<file path="src/rtl/demux_deser2.sv">
// Two-channel MSB-first deserializer fed by a 1:2 bit demux; one holding register with valid/ready per channel.
// Define DESER_PARITY_EN to append a trailing even-parity bit to each frame (bad-parity words are discarded).
module demux_deser2 #(
  parameter int WIDTH = 8
) (
  input  logic             clk,
  input  logic             rst_n,
  input  logic             bit_vld,
  input  logic             S,
  input  logic             Y0,
  input  logic             Y1,
  output logic [WIDTH-1:0] ch0_data,
  output logic             ch0_valid,
  input  logic             ch0_ready,
  output logic [WIDTH-1:0] ch1_data,
  output logic             ch1_valid,
  input  logic             ch1_ready,
  output logic [1:0]       overflow,
  output logic [1:0]       par_err,
  input  logic             err_clr
);

`ifdef DESER_PARITY_EN
  localparam int FRAME = WIDTH + 1;
`else
  localparam int FRAME = WIDTH;
`endif
  localparam int CW = $clog2(FRAME);

  typedef enum logic {IDLE, SHIFT} sst_t;
  typedef enum logic {EMPTY, FULL} ost_t;

  sst_t             sst_q  [2];
  sst_t             sst_d  [2];
  ost_t             ost_q  [2];
  ost_t             ost_d  [2];
  logic [CW-1:0]    cnt_q  [2];
  logic [CW-1:0]    cnt_d  [2];
  logic [WIDTH-1:0] sh_q   [2];
  logic [WIDTH-1:0] sh_d   [2];
  logic [WIDTH-1:0] hold_q [2];
  logic [WIDTH-1:0] hold_d [2];
  logic [WIDTH-1:0] word   [2];
  logic [1:0]       ovf_q, ovf_d;
  logic [1:0]       acc, last, done, xfer, bits, rdy;

  assign acc  = {bit_vld & S, bit_vld & ~S};
  assign bits = {Y1, Y0};
  assign rdy  = {ch1_ready, ch0_ready};

`ifdef DESER_PARITY_EN
  logic [1:0] perr_q, perr_d;
`endif

  always_comb begin
    ovf_d = err_clr ? 2'b00 : ovf_q;
`ifdef DESER_PARITY_EN
    perr_d = err_clr ? 2'b00 : perr_q;
`endif
    for (int i = 0; i < 2; i++) begin
      sst_d[i]  = sst_q[i];
      ost_d[i]  = ost_q[i];
      cnt_d[i]  = cnt_q[i];
      sh_d[i]   = sh_q[i];
      hold_d[i] = hold_q[i];
      last[i]   = acc[i] && (cnt_q[i] == CW'(FRAME - 1));
`ifdef DESER_PARITY_EN
      // Data is already complete in the shift register when the parity bit arrives.
      word[i] = sh_q[i];
      done[i] = last[i] && !(^{sh_q[i], bits[i]});
      if (last[i] && (^{sh_q[i], bits[i]}))
        perr_d[i] = 1'b1;
`else
      word[i] = {sh_q[i][WIDTH-2:0], bits[i]};
      done[i] = last[i];
`endif

      if (acc[i]) begin
`ifdef DESER_PARITY_EN
        if (!last[i])
          sh_d[i] = {sh_q[i][WIDTH-2:0], bits[i]};
`else
        sh_d[i] = {sh_q[i][WIDTH-2:0], bits[i]};
`endif
        cnt_d[i] = last[i] ? '0 : cnt_q[i] + CW'(1);
        sst_d[i] = last[i] ? IDLE : SHIFT;
      end

      xfer[i] = (ost_q[i] == FULL) && rdy[i];
      if (done[i] && ((ost_q[i] == EMPTY) || xfer[i])) begin
        ost_d[i]  = FULL;
        hold_d[i] = word[i];
      end else if (xfer[i]) begin
        ost_d[i] = EMPTY;
      end
      if (done[i] && (ost_q[i] == FULL) && !rdy[i])
        ovf_d[i] = 1'b1;
    end
  end

  always_ff @(posedge clk or negedge rst_n) begin
    if (!rst_n) begin
      for (int i = 0; i < 2; i++) begin
        sst_q[i]  <= IDLE;
        ost_q[i]  <= EMPTY;
        cnt_q[i]  <= '0;
        sh_q[i]   <= '0;
        hold_q[i] <= '0;
      end
      ovf_q <= 2'b00;
    end else begin
      for (int i = 0; i < 2; i++) begin
        sst_q[i]  <= sst_d[i];
        ost_q[i]  <= ost_d[i];
        cnt_q[i]  <= cnt_d[i];
        sh_q[i]   <= sh_d[i];
        hold_q[i] <= hold_d[i];
      end
      ovf_q <= ovf_d;
    end
  end

`ifdef DESER_PARITY_EN
  always_ff @(posedge clk or negedge rst_n) begin
    if (!rst_n) perr_q <= 2'b00;
    else        perr_q <= perr_d;
  end
  assign par_err = perr_q;
`else
  assign par_err = 2'b00;
`endif

  assign ch0_data  = hold_q[0];
  assign ch1_data  = hold_q[1];
  assign ch0_valid = (ost_q[0] == FULL);
  assign ch1_valid = (ost_q[1] == FULL);
  assign overflow  = ovf_q;

endmodule
</file>
<file path="config.mk">
export PLATFORM = sky130hd
export DESIGN_NAME = demux_deser2
export DESIGN_NICKNAME = d
export VERILOG_FILES = /design/src/rtl/demux_deser2.sv
export SDC_FILE = /design/constraint.sdc
export NUM_CORES = 1
export LEC_CHECK = 0
export ABC_AREA = 1
export CAP_MARGIN = 20
export CORE_MARGIN = 5
export CORE_UTILIZATION = 46
export CTS_CLUSTER_DIAMETER = 60
export DETAILED_ROUTE_END_ITERATION = 8
export MAX_ROUTING_LAYER = met4
export PLACE_DENSITY = 0.74
export SLEW_MARGIN = 20
export SYNTH_ARGS = -nofsm -noshare
export SYNTH_HDL_FRONTEND = slang
export SYNTH_SLANG_ARGS = --single-unit
</file>
<file path="constraint.sdc">
create_clock -name clk -period 1.35 [get_ports clk]
set_clock_uncertainty 0.2 [all_clocks]
set_input_delay 0.2025 -clock clk [delete_from_list [all_inputs] [get_ports clk]]
set_output_delay 0.2025 -clock clk [all_outputs]
set_load 0.01 [all_outputs]
</file>
Yosys cells after proc, flatten, opt, wreduce, memory -nomap -nowiden
Index checks and enable logic that the tools add are counted.
{ "op_classes": {"shifts": 0, "div": 0, "order_cmp": 0, "eq_ne": 2, "bitwise_logic": 5, "mul": 0, "muxes": 9, "reduce_logical": 18, "n_addsub": 2} }
{ "op_table": {"columns": ["operator", "count"], "rows": [
  ["$logic_and A1 B1 Y1", 10],
  ["$reduce_bool A2 Y1", 4],
  ["$add A3 B1 Y3 const B", 2],
  ["$eq A3 B3 Y1 const B", 2],
  ["$mux W1", 6],
  ["$mux W3", 2],
  ["$not A1 Y1", 3],
  ["$and A1 B1 Y1", 2],
  ["$logic_not A1 Y1", 2],
  ["$logic_or A1 B1 Y1", 2],
  ["$mux W2", 1]
]} }
{ "word_totals": {"mem_count": 0, "latch_bits": 0, "in_bits": 9, "mem_bits_ro": 0, "word_cells": 46, "reg_bits": 40, "output_inout_bits": 22, "ramBits": 0} }

Logic depth before layout (Yosys ltp)
{ "logic_depth": {"word_depth": 6, "ltp_mapped": 8} }

Worst setup path after synthesis
OpenSTA, ideal clock, no wires.
{ "synth_path": {"kind": "register -> register", "start": "register cnt_q[3] (netlist bit)", "end": "register cnt_q[5] (netlist bit)", "setup_slack_ps": -60, "n_path_buf": 1, "synth_period_minus_slack_ps": 1410, "path_stages_with_launch": 9, "t_required_ps": 1087, "arrival_ps": 1147, "path_cell_list": "dfrtp_1 -> ha_1 -> ha_1 -> buf_2 -> inv_1 -> nand2_1 -> nand2_1 -> o21ai_0 -> inv_1"} }
{ "synth_between": {"elab_chain_len": 3, "elab_cells_between_ends": 4} }
{ "synth_lines": {"columns": ["element", "line_no", "text"], "rows": [
  ["from (decl)", "37", "logic [CW-1:0] cnt_q [2];"],
  ["from (signal, indexed assignment)", "115", "cnt_q[i] <= cnt_d[i];"],
  ["branches (longest 2 deep; another with $add A3 B1 Y3)", null, null],
  ["$mux W3 (*)", "85", "cnt_d[i] = last[i] ? '0 : cnt_q[i] + CW'(1);"]
]} }
Mark *: on every way between the ends.
A chain may end at the register's enable or synchronous reset.

Final worst setup path
{ "layout_path": {"start": "register cnt_q[0] (netlist bit)", "end": "register hold_q, in the netlist ch1_data[4]"} }
{ "layout_between": {"elab_chain_len": 3} }
{ "layout_lines": {"columns": ["element", "line_no", "text"], "rows": [
  ["$eq A3 B3 Y1", "66", "last[i] = acc[i] && (cnt_q[i] == CW'(FRAME - 1));"],
  ["$logic_and A1 B1 Y1", "66", null],
  ["$logic_and A1 B1 Y1", "90", "if (done[i] && ((ost_q[i] == EMPTY) || xfer[i])) begin"],
  ["to (signal, indexed assignment)", "117", "hold_q[i] <= hold_d[i];"],
  ["to (decl)", "41", "logic [WIDTH-1:0] hold_q [2];"]
]} }
Every way passes these cells.

==> results.json <==
{
  "status": "finished, violations left",
  "violations": "negative setup slack",
  "whs_ns": 0.197,
  "grt_overflow": 0,
  "yosysWarnings": 0,
  "synthesis.instances": 185,
  "worst-setup-path-type": "reg -> reg",
  "grt_pass1_vias": 1223,
  "cts_buffers": 5,
  "drtAntennaViolNets": 0,
  "die_area_um2": 4970,
  "cp_cell_sequence": "ha_2, ha_4, inv_2, nor2_4, nand2_4, nand2_1, nand2_1",
  "area_growth_pct": 32.8,
  "cts_max_path_buffers": 2,
  "setup_viol_count_final": 11,
  "p_leak_nw": 1.19,
  "ys_top_cells_by_area": "dfrtp_1 59%, nand2_1 19%, nand3_1 3.9%, ha_1 3.0%, nand4_1 3.0%",
  "p_seq_share_pct": 47.1,
  "cp_slowest_cell": "dfrtp_1",
  "layoutNonFillerInstCount": 276,
  "path_max_fanout": 8,
  "wl_per_cell_um": 11.8,
  "rows": 22,
  "yosysTopAreaCellShare_pct": 59.4,
  "intPower_mw": 2.58,
  "cts_tree": "done",
  "drt_iter0_drc": 95,
  "maxCapViolations": 0,
  "core-area_um2": 3610,
  "peakVddDrop_v": 0.000700,
  "switching_power_mw": 1.15,
  "utilization_pct": 62.1,
  "min_path_type": "in -> async",
  "hold_viol_final": 0,
  "drv_slew": 0,
  "grt_max_degree": 41,
  "p_comb_share_pct": 27.5,
  "die_w_um": 70.5,
  "pre_cts_ws_ns": -0.338,
  "antenna_found_initial": 0,
  "grt_usage_pct": 14.3,
  "antennaDiodeCount": 0,
  "dp_hpwl_um": 2240,
  "fin_nets": 240,
  "start_kind": "register",
  "vias": 1309,
  "globalplace.congestion": 0.801,
  "drt_wl_total_um": 3250,
  "post-route-period-util_pct": 107,
  "power.share.clock_pct": 25.4,
  "worst_slack_ns": -0.0880,
  "final_area_um2": 2240,
  "synth.cell_area_um2": 1690,
  "yosysSeqAreaShare_pct": 59.4,
  "dp.cells": 266,
  "htree_levels": 2,
  "dpl_cell_area_um2": 2080,
  "crit_buf_inv": 1,
  "fin_setup_tns_ns": -0.767,
  "drive_gt1_share_pct": 23.7,
  "drt-vias-per-instance": 4.74,
  "endpoint_kind": "register",
  "rsz0062_at_grt": "true",
  "final_common_cell": "nand2_1",
  "clock_sinks": 40,
  "arrival_ns": 1.42,
  "period_needed_ns": 1.44,
  "io_buffer_count": 28,
  "layout_common_cells": "77 x nand2_1, 40 x dfrtp_1, 11 x nand3_1, 11 x clkdlybuf4s15_1",
  "clkTransAtPathRegs_ns": 0.07,
  "ys_ff_latch": 40,
  "swShare_pct": 30.9,
  "syn_area_per_cell_um2": 9.11,
  "grt_pass1_wl_um": 5390,
  "root_buffer": "clkbuf_8",
  "crit_top_cell": "nand2_1",
  "start_util_pct": 46.7,
  "firstDrtPassIters": 4,
  "max_stage_delay_ns": 0.36,
  "pwr_density_cell_nw_per_um2": 1670,
  "drc": 0,
  "ys_types": 17,
  "max_freq_mhz": 695,
  "path_delay_family": "simple AND/OR/NAND/NOR gates",
  "fillers": 298,
  "synth_top_area_cell": "dfrtp_1",
  "die_h_um": 70.5,
  "fin_total_pwr_mw": 3.73,
  "pin_count": 31,
  "worstPathRequired_ns": 1.33,
  "insertion_delay_ns": 0.29
}
-- sequential cells by signal (all words and copies together), names as in the netlist --
name and count:
ch0_data 8, ch0_valid 1, ch1_data 8, ch1_valid 1
cnt_q 6, overflow 2, sh_q 14
-- worst register-to-register path, stage by stage (launching register included) --
cell and delay (ns):
dfrtp_1 0.36, ha_2 0.19, ha_4 0.12, inv_2 0.04
nor2_4 0.17, nand2_4 0.12, nand2_1 0.09, nand2_1 0.05
-- final cells by class --
cell class	instances	area, um2	share of cell area, %
clock buffer	6	72.6	3.24
sequential	40	1000	44.7
multi-input combinational	124	649	29.0
timing repair buffer	43	369	16.5
clock inverter	2	35.0	1.57
inverter	13	51.3	2.29
tap	48	60.1	2.68
-- kinds of logic (layout without fill, tap and decap cells) --
logic type	count (synthesis)	after routing	synth area share (%)
fa+ha+maj	4	4	2.97
flops	40	40	59.4
simple gates	111	111	28.4
buf+inv	22	64	6.76
other cells	1	2	0.223
compound gates	7	7	2.30
-- cells in the mapped netlist, drive strengths merged --
cell type	instances
buf	9
conb	1
dfrtp	40
ha	4
inv	13
nand2	88
nand3	13
nand4	8
nor2	2
o21ai	7
-- path summary, 6_finish.rpt --
check                                           to  slack, ns                    start  cells after the start
max                        ch1_data[4]$_DFFE_PN0P_      -0.09     cnt_q[0]$_DFFE_PN0P_                      7
min                            sh_q[9]$_DFFE_PN0P_       0.20                    rst_n                      3
max reg2reg                ch1_data[4]$_DFFE_PN0P_      -0.09     cnt_q[0]$_DFFE_PN0P_                      7
min reg2reg                ch1_data[1]$_DFFE_PN0P_       0.27  ch1_data[1]$_DFFE_PN0P_                      2
max in group asynchronous      sh_q[2]$_DFFE_PN0P_       0.56                    rst_n                      3
min in group clk           ch1_data[1]$_DFFE_PN0P_       0.27  ch1_data[1]$_DFFE_PN0P_                      2
-- per-layer routing --
layer,GRT usage (%),vias to the layer above,part of all wire (%)
li1,-,663,-
met1,16.5,599,45
met2,21.9,39,45
met3,4.55,8,6.9
met4,8.56,0,2.6
met5,-,-,0
-- what timing repair did --
item	in CTS	in global routing
pin swaps	7	10
hold endpoints to repair	40	0
hold buffers	1	0
endpoints found under the setup margin	42	31
setup buffers	0	1
resized for setup	53	20
-- power by group through the flow --
stage,clock network [mW],logic (mW),registers (mW)
after floorplan,0,0.436,1.81
after global placement,0,1.02,1.74
after detailed placement,0,1.06,1.75
after CTS,0.977,1.04,1.75
after global routing,1.00,1.15,1.80
final,0.947,1.03,1.75
Power figures use the tool's default switching activity.
